### src/rtl/regfile_param.sv
// Parametrised register file: one arithmetic write port, two combinational read
// ports with optional write-through, and a one-entry-per-cycle clear sweep.
module regfile_param #(
    parameter int WIDTH  = 8,
    parameter int DEPTH  = 8,
    parameter int ADDR_W = 3,
    parameter int BYPASS = 1
) (
    input  logic              clk,
    input  logic              clr,
    input  logic              wen,
    input  logic [1:0]        wop,
    input  logic [ADDR_W-1:0] wsel,
    input  logic [WIDTH-1:0]  d,
    input  logic [ADDR_W-1:0] rsel_a,
    input  logic [ADDR_W-1:0] rsel_b,
    output logic [WIDTH-1:0]  qa,
    output logic [WIDTH-1:0]  qb,
    input  logic              sweep_start,
    output logic              busy,
    output logic              dbg_state,
    output logic [ADDR_W-1:0] dbg_ptr
);

    typedef enum logic {S_IDLE = 1'b0, S_SWEEP = 1'b1} state_t;

    localparam logic [ADDR_W:0]   DEPTH_W = DEPTH[ADDR_W:0];
    localparam logic [ADDR_W-1:0] LAST    = ADDR_W'(DEPTH - 1);

    state_t            r_state, w_state_next;
    logic [ADDR_W-1:0] r_ptr, w_ptr_next;
    logic [WIDTH-1:0]  r_regs [DEPTH];

    logic              w_wr_in_range;
    logic              w_commit;
    logic [WIDTH-1:0]  w_cur;
    logic [WIDTH-1:0]  w_res;
    logic [WIDTH-1:0]  w_rd_a, w_rd_b;

    // Handshake-free port: a write is accepted exactly when wen is high, the
    // sweep is idle and wsel addresses a real entry; otherwise it vanishes.
    assign w_wr_in_range = ({1'b0, wsel} < DEPTH_W);
    assign w_commit      = wen && (r_state == S_IDLE) && w_wr_in_range;
    assign busy          = (r_state == S_SWEEP);
    assign dbg_state     = r_state;
    assign dbg_ptr       = r_ptr;

    always_comb begin
        w_cur = '0;
        if (w_wr_in_range) w_cur = r_regs[wsel];
        case (wop)
            2'b00:   w_res = d;
            2'b01:   w_res = w_cur + WIDTH'(1);
            2'b10:   w_res = w_cur - WIDTH'(1);
            default: w_res = w_cur + d;
        endcase
    end

    always_comb begin
        w_rd_a = '0;
        w_rd_b = '0;
        if ({1'b0, rsel_a} < DEPTH_W) w_rd_a = r_regs[rsel_a];
        if ({1'b0, rsel_b} < DEPTH_W) w_rd_b = r_regs[rsel_b];
        qa = w_rd_a;
        qb = w_rd_b;
        // w_commit is already low during a sweep, so forwarding stops there too
        if ((BYPASS != 0) && w_commit && (rsel_a == wsel)) qa = w_res;
        if ((BYPASS != 0) && w_commit && (rsel_b == wsel)) qb = w_res;
    end

    always_comb begin
        w_state_next = r_state;
        w_ptr_next   = r_ptr;
        case (r_state)
            S_IDLE: begin
                if (sweep_start) begin
                    w_state_next = S_SWEEP;
                    w_ptr_next   = '0;
                end
            end
            default: begin
                if (r_ptr == LAST) begin
                    w_state_next = S_IDLE;
                    w_ptr_next   = '0;
                end else begin
                    w_ptr_next   = r_ptr + ADDR_W'(1);
                end
            end
        endcase
    end

    always_ff @(posedge clk or posedge clr) begin
        if (clr) begin
            r_state <= S_IDLE;
            r_ptr   <= '0;
        end else begin
            r_state <= w_state_next;
            r_ptr   <= w_ptr_next;
        end
    end

    always_ff @(posedge clk or posedge clr) begin
        if (clr) begin
            for (int i = 0; i < DEPTH; i++) r_regs[i] <= '0;
        end else if (r_state == S_SWEEP) begin
            r_regs[r_ptr] <= '0;
        end else if (w_commit) begin
            r_regs[wsel] <= w_res;
        end
    end

endmodule

### config.mk
export PLATFORM = sky130hd
export DESIGN_NAME = regfile_param
export DESIGN_NICKNAME = d
export VERILOG_FILES = /design/src/rtl/regfile_param.sv
export SDC_FILE = /design/constraint.sdc
export NUM_CORES = 1
export LEC_CHECK = 0
export CORE_MARGIN = 3
export CORE_UTILIZATION = 60
export CTS_CLUSTER_SIZE = 28
export DETAILED_ROUTE_END_ITERATION = 16
export DONT_BUFFER_PORTS = 1
export PLACE_DENSITY = 0.76
export REMOVE_ABC_BUFFERS = 1
export SLEW_MARGIN = 20
export SYNTH_ARGS = -nofsm -noshare
export SYNTH_HDL_FRONTEND = slang
export SYNTH_SLANG_ARGS = --single-unit
### constraint.sdc
create_clock -name clk -period 6.3 [get_ports clk]
set_clock_uncertainty 0.1 [all_clocks]
set_input_delay 0.945 -clock clk [delete_from_list [all_inputs] [get_ports clk]]
set_output_delay 0.945 -clock clk [all_outputs]
set_load 0.01 [all_outputs]
[After elaboration in Yosys (flattened, before gate mapping)]
Index checks and enable logic that the tools add are counted.
Storage, ports and cells
  register bits: 68
  input port bits: 23
  output and inout bits: 21
  logic and storage cells: 65
Operators by class
  add/sub/neg operators: 4
  magnitude comparators: 6
  eq/ne operators: 5
  multiplexer cells: 25
  bitwise operators: 7
  reductions and logical operators: 8
Operator list (count)
  64-bit two-way mux: 2
  8-bit two-way mux: 10
  8-bit binary-select mux with 3-bit select: 3
  64-bit bitwise AND: 1
  64-bit bitwise mux: 1
  64-bit inverter: 1
  8-bit demux with 3-bit select: 2
  8-bit one-hot mux with 3 select lines: 1
  4-bit greater-or-equal comparator (second input constant): 4
  3-bit inverter with 4-bit output: 4
  3-bit two-way mux: 3
  8-bit by 1-bit adder with 8-bit output (second input constant): 1
  8-bit adder: 1
  4-bit by 1-bit < comparator with 1-bit output (second input constant): 2
  8-bit by 1-bit subtractor with 8-bit output (second input constant): 1
  3-bit == test: 2
  1-bit logical AND: 5
  2-bit nonzero test: 2
  3-bit by 1-bit adder with 3-bit output (second input constant): 1
  3-bit == test (second input constant): 1
  1-bit two-way mux: 3
  2-bit by 1-bit == test with 1-bit output (second input constant): 1
  2-bit == test (second input constant): 1
  2-bit logical NOT: 1
  1-bit inverter: 1

[Longest topological paths before layout]
Gate-level depths: netlist (run 1).
  word-level depth: 9
  depth in mapped cells: 16
  gate-level depth less buffers: 13

[Worst setup path after synthesis (run 1)]
Ideal clock, no wire load.
  kind: input -> output
  start: in wsel[2]
  end: out qa[6]
  arrival time: 4270 ps
  data required time: 5255 ps
  setup slack: 985 ps
  stages on the path: 13
  path buffers: 3
  path through: buf_2 > buf_1 > buf_1 > mux4_2 > mux2i_1 > ha_1 > fa_1 > nor2b_1 > o21ai_0 > a21boi_0 > o21ai_0 > a221oi_1 > o21ai_0
On the way
  cells in the longest elaborated chain, start to end: 7
  elaborated cells on any way between the ends: 11
  those cells by class: 3 x add/sub; 1 x eq/ne; 5 x mux; 1 x bitwise; 1 x reduce/logical
RTL lines
  from (decl): line 13  | input logic [ADDR_W-1:0] wsel,
  3-bit inverter with 4-bit output (implied by the code): line 50  | if (w_wr_in_range) w_cur = r_regs[wsel];
  8-bit binary-select mux with 3-bit select: line 50
  8-bit two-way mux (implied by the code) (2 in series): line 50
  8-bit adder, or another cell as far along: line 55  | default: w_res = w_cur + d;
  8-bit one-hot mux with 3 select lines: line 51  | case (wop)
  8-bit two-way mux *: line 67  | if ((BYPASS != 0) && w_commit && (rsel_a == wsel)) qa = w_res;
  to (decl): line 17  | output logic [WIDTH-1:0] qa,
Every way passes the cells marked *; elsewhere a longest branch is shown, timed or not. The select of a mux whose other input is x is not followed.

[Final worst setup path (run 1)]
  start: in wsel[0]
  end: out qb[7]
On the way
  cells in the longest elaborated chain, start to end: 7
  elaborated cells on any way between the ends: 11
  those cells by class: 3 x add/sub; 1 x eq/ne; 5 x mux; 1 x bitwise; 1 x reduce/logical
RTL lines
  3-bit inverter with 4-bit output (implied by the code): line 50
  8-bit binary-select mux with 3-bit select: line 50
  8-bit two-way mux (implied by the code) (2 in series): line 50
  8-bit adder, or another cell as far along: line 55
  8-bit one-hot mux with 3 select lines: line 51
  8-bit two-way mux *: line 68  | if ((BYPASS != 0) && w_commit && (rsel_b == wsel)) qb = w_res;
  to (decl): line 18  | output logic [WIDTH-1:0] qb,
Marks and branches as above.

==> results.cfg, run 1 <==
[critical_path]
max_stage_delay_ns = 0.73
r2r_setup_slack_ns = 2.71
end_kind = output port
worstPathCellList = clkinv_1 > nand3_1 > nand2_1 > a221oi_1 > inv_1 > ha_1 > nor2b_1 > o211ai_1 > a311oi_1 > a211oi_1 > xnor2_1 > a31oi_1
reg2reg_from = r_regs[57]
worstSetupPathType = input port to output port
cp.arrival_ns = 4.00
r2r_end = r_regs[31]
rr_worst_depth = 13
crit_fanout = 23
cp-start-kind = input port
cp.required_ns = 5.25
slowest_stage = xnor2_1

[floorplanning]
fp.dieW_um = 99.9
die_h_um = 99.9
initial_utilization_pct = 63.1
io-pin-count = 44
rows = 33
die-area_um2 = 9980
core_um2 = 8380

[hold_path]
min_to = r_regs[4]
min_path_type = register to register
worstHoldPathCells = 2
worstHoldStart = r_regs[4]

[power]
clkPwrFrac_pct = 18.7
p_switching_w = 0.000986
power.leakage_nw = 2.28
combPwrFrac_pct = 45.6
ir_drop_mv = 0.378
sw_frac_of_total_pct = 44.5
p_seq_share_pct = 35.8
power_density_nw_per_um2 = 401
intPower_w = 0.00123

[final_layout]
antenna_cells = 0
layout.nets = 602
syn_to_final_growth_pct = 4.52
nFillCells = 675
regArea_um2 = 1700
layout_commonest_cell = dfrtp_1
multi_input_area_um2 = 3360
final_area_um2 = 5530
drive_gt1_share_pct = 13.3
final_cell_mix = dfrtp_1 (68), nand2_1 (67), nor2_1 (66)

[cts]
clk_pin_slew_ns = 0.08
root_buffer = clkbuf_8
cts_sinks = 68
cts_setup_buffers = 0
ctsHtreeMaxLevel = 3
cts_resized = 0
cts_hold_buf = 0
cts_tree = yes
clk_latency_ns = 0.37
numCtsBuffers = 9
clockBufferDepth = 2

[synthesis]
synth-edff-count = 0
syn_area_um2 = 5290
ys_async_sr_fraction_pct = 100
synth_cell_types = 51
ys.flop_type = dfrtp_1
syn-instance-count = 587
avgSynthCellArea_um2 = 9.01
ys_ff_latch = 68
synth-seq-area-share_pct = 32.2
yosys_warnings = 0

[routing]
via_per_inst = 7.38
first_pass_iters = 5
drc = 0
first_iter_violations = 429
vias = 4979
wl_per_cell_um = 25.7
wl_um = 17300
ant_nets = 0

[timing]
finalMaxSlewViolations = 0
timing.final.crit_share_pct = 80.1
min_period_ns = 5.05
tns_ns = 0
finalSetupViolations = 0
timing.fmax_mhz = 198
rsz0062_at_grt = no
hold_violations = 0
tightestPinTransition_ns = 1.14
whs_ns = 0.439
max_slew_margin_pct = 23.1

[global_routing]
grt_pass1_vias = 4945
antenna_found_initial = 0
grt.met1_usage_pct = 48.1
grt_max_degree = 69
grt_overflow = 0
globalRouteMet3Util_pct = 10.4
grt.busiest_layer = met2
track_usage_pct = 35.8
grtUsageMet2_pct = 54.5
grt_pass1_wl_um = 27000

[outcome]
status = finished clean

[placement]
io_buffers = 0
gp_congestion = 0.956
place_area_um2 = 5320
dp_hpwl_um = 12000

[job]
cap_violations = 0
logic make-up after synthesis:
group,count (synthesis),synth area share [%]
AO/OA/AOI/OAI,163,18.4
adder cells (fa/ha/maj),13,3.22
XOR/XNOR,12,1.99
multiplexers,72,23.2
flip-flops,68,32.2
buffers and inverters,58,4.33
AND/OR/NAND/NOR,201,16.7
worst max path at each step:
stage                     depth (start not counted)  slack (ns)  endpoint  startpoint
after floorplan                                  11        1.48     qa[6]      wop[0]
after global placement                           12        1.50     qb[7]     wsel[0]
after detailed placement                         12        1.34     qb[7]     wsel[0]
after CTS                                        12        1.33     qb[7]     wsel[0]
after global routing                             12        0.88     qa[7]     wsel[0]
final                                            12        1.25     qb[7]     wsel[0]
routing by layer:
metal,up-vias,share of wire (%),routed length [µm]
li1,2130,-,-
met1,2434,37,6440
met2,350,45,7790
met3,65,13,2340
met4,0,4.4,754
met5,-,0,0
per-stage QoR:
stage	std cells	total power, W	utilization [%]	setup slack (ns)
after CTS	675	0.00218	66.0	1.33
after floorplan	548	0.00145	-	1.48
after global placement	660	0.00173	63.4	1.50
final	675	0.00221	66.0	1.25
after global routing	675	0.00233	66.0	0.875
after detailed placement	660	0.00177	63.4	1.34
worst max-delay path, delay by kind of cell:
kind            cells  cell delay, ns
compound gates      5            1.32
buf+inv             2            0.31
simple gates        3            0.39
xor+xnor            1            0.73
fa+ha+maj           1            0.29
registers in the layout, summed over array words and instances (netlist names):
name	count
r_regs	64
dbg_ptr	3
busy	1
layout make-up:
| class | instances | area share [%] |
|---|---|---|
| clock buffers | 9 | 2.24 |
| multi-input cells | 461 | 60.8 |
| repair buffers | 7 | 0.950 |
| flip-flops and latches | 68 | 30.8 |
| clock inverters | 6 | 1.61 |
| well taps | 105 | 2.38 |
| inverters | 19 | 1.29 |
synth_stat cells, types with 5 or more instances:
| cell type | instances | area [µm²] |
|---|---|---|
| nor3_1 | 11 | 55.1 |
| a211oi_1 | 7 | 52.6 |
| xnor2_1 | 8 | 70.1 |
| clkbuf_1 | 24 | 90.1 |
| nand2b_1 | 7 | 43.8 |
| mux2i_1 | 20 | 200 |
| mux4_2 | 39 | 878 |
| nand3_1 | 24 | 120 |
| o21ai_0 | 62 | 310 |
| o21a_1 | 5 | 37.5 |
| nor2b_1 | 10 | 62.6 |
| o22ai_1 | 5 | 31.3 |
| o31ai_1 | 7 | 52.6 |
| buf_2 | 6 | 30.0 |
| inv_1 | 17 | 63.8 |
| nor2_1 | 66 | 248 |
| buf_1 | 8 | 30.0 |
| dfrtp_1 | 68 | 1700 |
| ha_1 | 12 | 150 |
| nand2_1 | 67 | 251 |
| mux2_2 | 13 | 146 |
| a21oi_1 | 38 | 190 |
| a31oi_1 | 12 | 75.1 |
power by group through the flow:
| stage | Sequential, W | Clock, W | Combinational (W) |
|---|---|---|---|
| after floorplan | 0.000728 | 0 | 0.000719 |
| after global placement | 0.000776 | 0 | 0.000952 |
| after detailed placement | 0.000791 | 0 | 0.000981 |
| after CTS | 0.000783 | 0.000407 | 0.000988 |
| after global routing | 0.000809 | 0.000424 | 0.00110 |
| final | 0.000793 | 0.000413 | 0.00101 |
No activity file was read; power rests on OpenSTA's default activity.
==> run 2, diff against run 1 <==
- CORE_UTILIZATION: 60 -> 59
- PLACE_DENSITY: 0.76 -> 0.78
- clock period: 6.3 -> 4.5 ns (I/O delays scaled with it)
==> results.cfg, run 2 (synthesized netlist as in run 1, its figures left out) <==
[timing]
min_period_ns = 4.22
finalMaxSlewViolations = 0
timing.fmax_mhz = 237
max_slew_margin_pct = 33.5
whs_ns = 0.208
finalSetupViolations = 0
rsz0062_at_grt = no
tightestPinTransition_ns = 0.990
hold_violations = 0
timing.final.crit_share_pct = 93.9
tns_ns = 0

[routing]
ant_nets = 0
via_per_inst = 7.29
drc = 0
vias = 4972
first_iter_violations = 572
first_pass_iters = 5
wl_per_cell_um = 24.8
wl_um = 16900

[critical_path]
crit_fanout = 10
worstSetupPathType = input port to output port
end_kind = output port
cp-start-kind = input port
cp.arrival_ns = 3.45
cp.required_ns = 3.72

[cts]
ctsHtreeMaxLevel = 3
cts_hold_buf = 0
root_buffer = clkbuf_8
clockBufferDepth = 2
clk_pin_slew_ns = 0.09
clk_latency_ns = 0.36
numCtsBuffers = 9
cts_setup_buffers = 0
cts_sinks = 68
cts_tree = yes

[floorplanning]
die-area_um2 = 10100
io-pin-count = 44
fp.dieW_um = 101
initial_utilization_pct = 62.5
rows = 33
die_h_um = 101
core_um2 = 8460

[power]
clkPwrFrac_pct = 17.7
p_switching_w = 0.00137
p_seq_share_pct = 35.6
power_density_nw_per_um2 = 552
ir_drop_mv = 0.382
intPower_w = 0.00171
power.leakage_nw = 2.32
sw_frac_of_total_pct = 44.4
combPwrFrac_pct = 46.7
power.total_w = 0.00308

[global_routing]
grt_pass1_vias = 4954
grt_pass1_wl_um = 26700
grt_max_degree = 47
track_usage_pct = 35.0
antenna_found_initial = 0
grt_overflow = 0

[final_layout]
multi_input_area_um2 = 3380
regArea_um2 = 1700
final_cell_mix = dfrtp_1 (68), nand2_1 (67), nor2_1 (66)
top_register = r_regs
layout.nets = 608
syn_to_final_growth_pct = 5.61
final_cells = 682
nFillCells = 682
antenna_cells = 0
layout_commonest_cell = dfrtp_1
drive_gt1_share_pct = 14.9
largest_register_ffs = 64

[hold_path]
min_path_type = input port to asynchronous set/reset pin

[placement]
gp_congestion = 0.954
dp_hpwl_um = 11800
io_buffers = 0
dp.cells = 666

[job]
cap_violations = 0

[outcome]
status = finished clean
-- run 2: cell count changes in the layout (fill, tap and decap cells not counted), moves of 2 or more --
cell,delta
buf_4,+6
clkinv_4,+2
clkinvlp_4,-2
nor3_1,-2
nor3_2,+2
-- run 2: power by group through the flow --
stage / Combinational (W) / Sequential (W) / Clock [W]
after CTS: 0.00142 / 0.00109 / 0.000544
after floorplan: 0.00101 / 0.00102 / 0
after global routing: 0.00157 / 0.00113 / 0.000573
after global placement: 0.00136 / 0.00108 / 0
after detailed placement: 0.00140 / 0.00110 / 0
final: 0.00144 / 0.00110 / 0.000545
-- run 2: metrics by stage --
stage / worst slack (ns) / cell area (µm²) / utilization, %
2_1_floorplan: 0.223 / 5130 / -
3_3_place_gp: 0.329 / 5360 / 63.3
3_5_place_dp: 0.222 / 5360 / 63.3
4_1_cts: 0.215 / 5570 / 65.8
5_1_grt: 0.0155 / 5590 / 66.0
6_report: 0.275 / 5590 / 66.0
-- run 2: path summary, 6_finish.rpt --
path                             start    endpoint  slack, ns  depth (start not counted)
max in group asynchronous          clr  r_regs[19]       3.27                          2
max                             wop[1]       qb[6]       0.28                         13
min reg2reg                  r_regs[2]   r_regs[2]       0.44                          2
max reg2reg                 r_regs[57]  r_regs[13]       1.23                         14
min in group clk           sweep_start  dbg_ptr[1]       0.30                          1
min                                clr  r_regs[58]       0.21                          1
-- run 2: layout make-up --
cell class / count / share of cell area (%)
tap: 105 / 2.35
timing repair buffer: 13 / 1.75
clock inverter: 6 / 1.25
inverter: 19 / 1.30
clock buffer: 10 / 2.46
sequential: 68 / 30.5
multi-input combinational: 461 / 60.4
-- run 2: worst max-delay path: stages --
cell	delay [ns]
inv_1	0.04
ha_1	0.38
or2_2	0.34
ha_1	0.22
fa_1	0.39
nor2b_1	0.15
o21ai_0	0.11
a21boi_1	0.25
o21ai_0	0.11
a221oi_1	0.28
buf_4	0.23
o21ai_0	0.11
buf_4	0.17
-- run 2: per-layer routing --
metal	global-route usage [%]	part of all wire [%]
met5	0	0
met3	9.97	13
met2	53.2	46
met1	46.9	37
met4	15.6	4.3
-- run 2: repair_timing --
action | CTS | global route
setup endpoints to repair | 0 | 2
endpoints found under the hold margin | 0 | 0
resized for setup | 0 | 2
==> run 3, diff against run 2 <==
- CORE_UTILIZATION: 59 -> 60
- PLACE_DENSITY: 0.78 -> 0.76
- clock period: 4.5 -> 4.3 ns (I/O delays scaled with it)
==> results.cfg, run 3 (synthesized netlist as in run 1, its figures left out) <==
[outcome]
status = finished clean

[cts]
cts_tree = yes
cts_hold_buf = 0
clk_latency_ns = 0.36
numCtsBuffers = 9
clk_pin_slew_ns = 0.09
clockBufferDepth = 2
ctsHtreeMaxLevel = 3
cts_sinks = 68
root_buffer = clkbuf_8

[routing]
via_per_inst = 7.43
first_iter_violations = 675
drc = 0
first_pass_iters = 5
wl_um = 17400
vias = 5103
ant_nets = 0
wl_per_cell_um = 25.3

[final_layout]
antenna_cells = 0
top_register = r_regs
drive_gt1_share_pct = 16.0
syn_to_final_growth_pct = 6.55
final_cells = 687
final_area_um2 = 5640
layout_commonest_cell = dfrtp_1
postLayoutCoreUtil_pct = 67.2
largest_register_ffs = 64
final_cell_mix = dfrtp_1 (68), nand2_1 (67), nor2_1 (66)
layout.nets = 613

[floorplanning]
initial_utilization_pct = 63.1
io-pin-count = 44
die-area_um2 = 9980
core_um2 = 8380
die_h_um = 99.9
rows = 33
fp.dieW_um = 99.9

[global_routing]
antenna_found_initial = 0
grt_pass1_wl_um = 27000
grt_overflow = 0
track_usage_pct = 35.7
grt_pass1_vias = 4984
grt_max_degree = 45

[timing]
whs_ns = 0.264
timing.final.crit_share_pct = 95.6
max_slew_margin_pct = 19.6
tightestPinTransition_ns = 1.20
timing.fmax_mhz = 243
hold_violations = 0
min_period_ns = 4.11
finalSetupViolations = 0
tns_ns = 0
finalMaxSlewViolations = 0

[power]
ir_drop_mv = 0.332
power.leakage_nw = 2.34
power_density_nw_per_um2 = 582

[critical_path]
rr_worst_depth = 14
cp.required_ns = 3.56
cp.arrival_ns = 3.37
cp-start-kind = register
cp-startpoint = r_regs[10]
r2r_setup_slack_ns = 0.91
end_kind = output port
worstSetupPathType = register to output port
reg2reg_from = r_regs[57]
crit_fanout = 8
r2r_end = r_regs[13]
cp-endpoint = qb[6]

[placement]
place_area_um2 = 5380
dp.cells = 669
dp_hpwl_um = 11800
io_buffers = 0
gp_congestion = 1.00

[job]
cap_violations = 0

[hold_path]
min_path_type = input port to asynchronous set/reset pin
-- run 3: cell types whose count changed in the layout (fill, tap and decap cells not counted), sizes merged --
| cell | before | now |
|---|---|---|
| clkinvlp | 0 | 1 |
| inv | 18 | 20 |
| clkbuf | 10 | 9 |
| clkinv | 6 | 4 |
| buf | 13 | 18 |
-- run 3: what timing repair did --
action / CTS / global route
buffers inserted: 0 / 2
setup endpoints to repair: 0 / 10
gates resized for setup: 0 / 7
-- run 3: worst min path at each step --
stage	startpoint	end	slack, ns	cells past startpoint
6_report	clr	r_regs[58]	0.26	1
5_1_grt	sweep_start	dbg_ptr[1]	0.27	1
4_1_cts	sweep_start	dbg_ptr[1]	0.27	1
3_5_place_dp	r_regs[0]	r_regs[0]	0.41	2
3_3_place_gp	r_regs[4]	r_regs[4]	0.40	2
2_1_floorplan	r_regs[10]	r_regs[10]	0.38	2
-- run 3: cell type report --
cell class | instances | area, µm²
Fill cell | 682 | 2750
Clock buffer | 9 | 124
Inverter | 19 | 71.3
Sequential cell | 68 | 1700
Tap cell | 105 | 131
Clock inverter | 7 | 83.8
Multi-Input combinational cell | 461 | 3390
Timing Repair Buffer | 18 | 135
-- run 3: through the flow --
step	setup WS (ns)	power, W
after global routing	-0.0192	0.00347
after global placement	0.231	0.00255
after floorplan	0.0835	0.00212
after CTS	0.0188	0.00319
final	0.189	0.00328
after detailed placement	0.116	0.00261
-- run 3: metal layers --
layer	part of all wire [%]	track usage, %	up-vias
met5	0	0	-
met3	13	6.88	68
met1	37	48.7	2479
met4	4.2	17.1	0
li1	-	-	2163
met2	46	55.2	393
-- run 3: critical path: stages (launching register included) --
cell and delay [ns]:
dfrtp_1 0.43, mux2_2 0.29, a221oi_1 0.25, o22ai_1 0.16
ha_1 0.36, nor2b_1 0.16, o21ai_1 0.17, a21boi_1 0.12
a311o_1 0.29, a221oi_2 0.22, buf_4 0.21, o21ai_0 0.15
buf_4 0.19
-- run 3: where the power goes --
part | switching (W) | total, W | internal, W
clock network | 0.000295 | 0.000573 | 0.000278
registers | 0.000291 | 0.00115 | 0.000860
logic | 0.000888 | 0.00156 | 0.000670
total | 0.00147 | 0.00328 | 0.00181
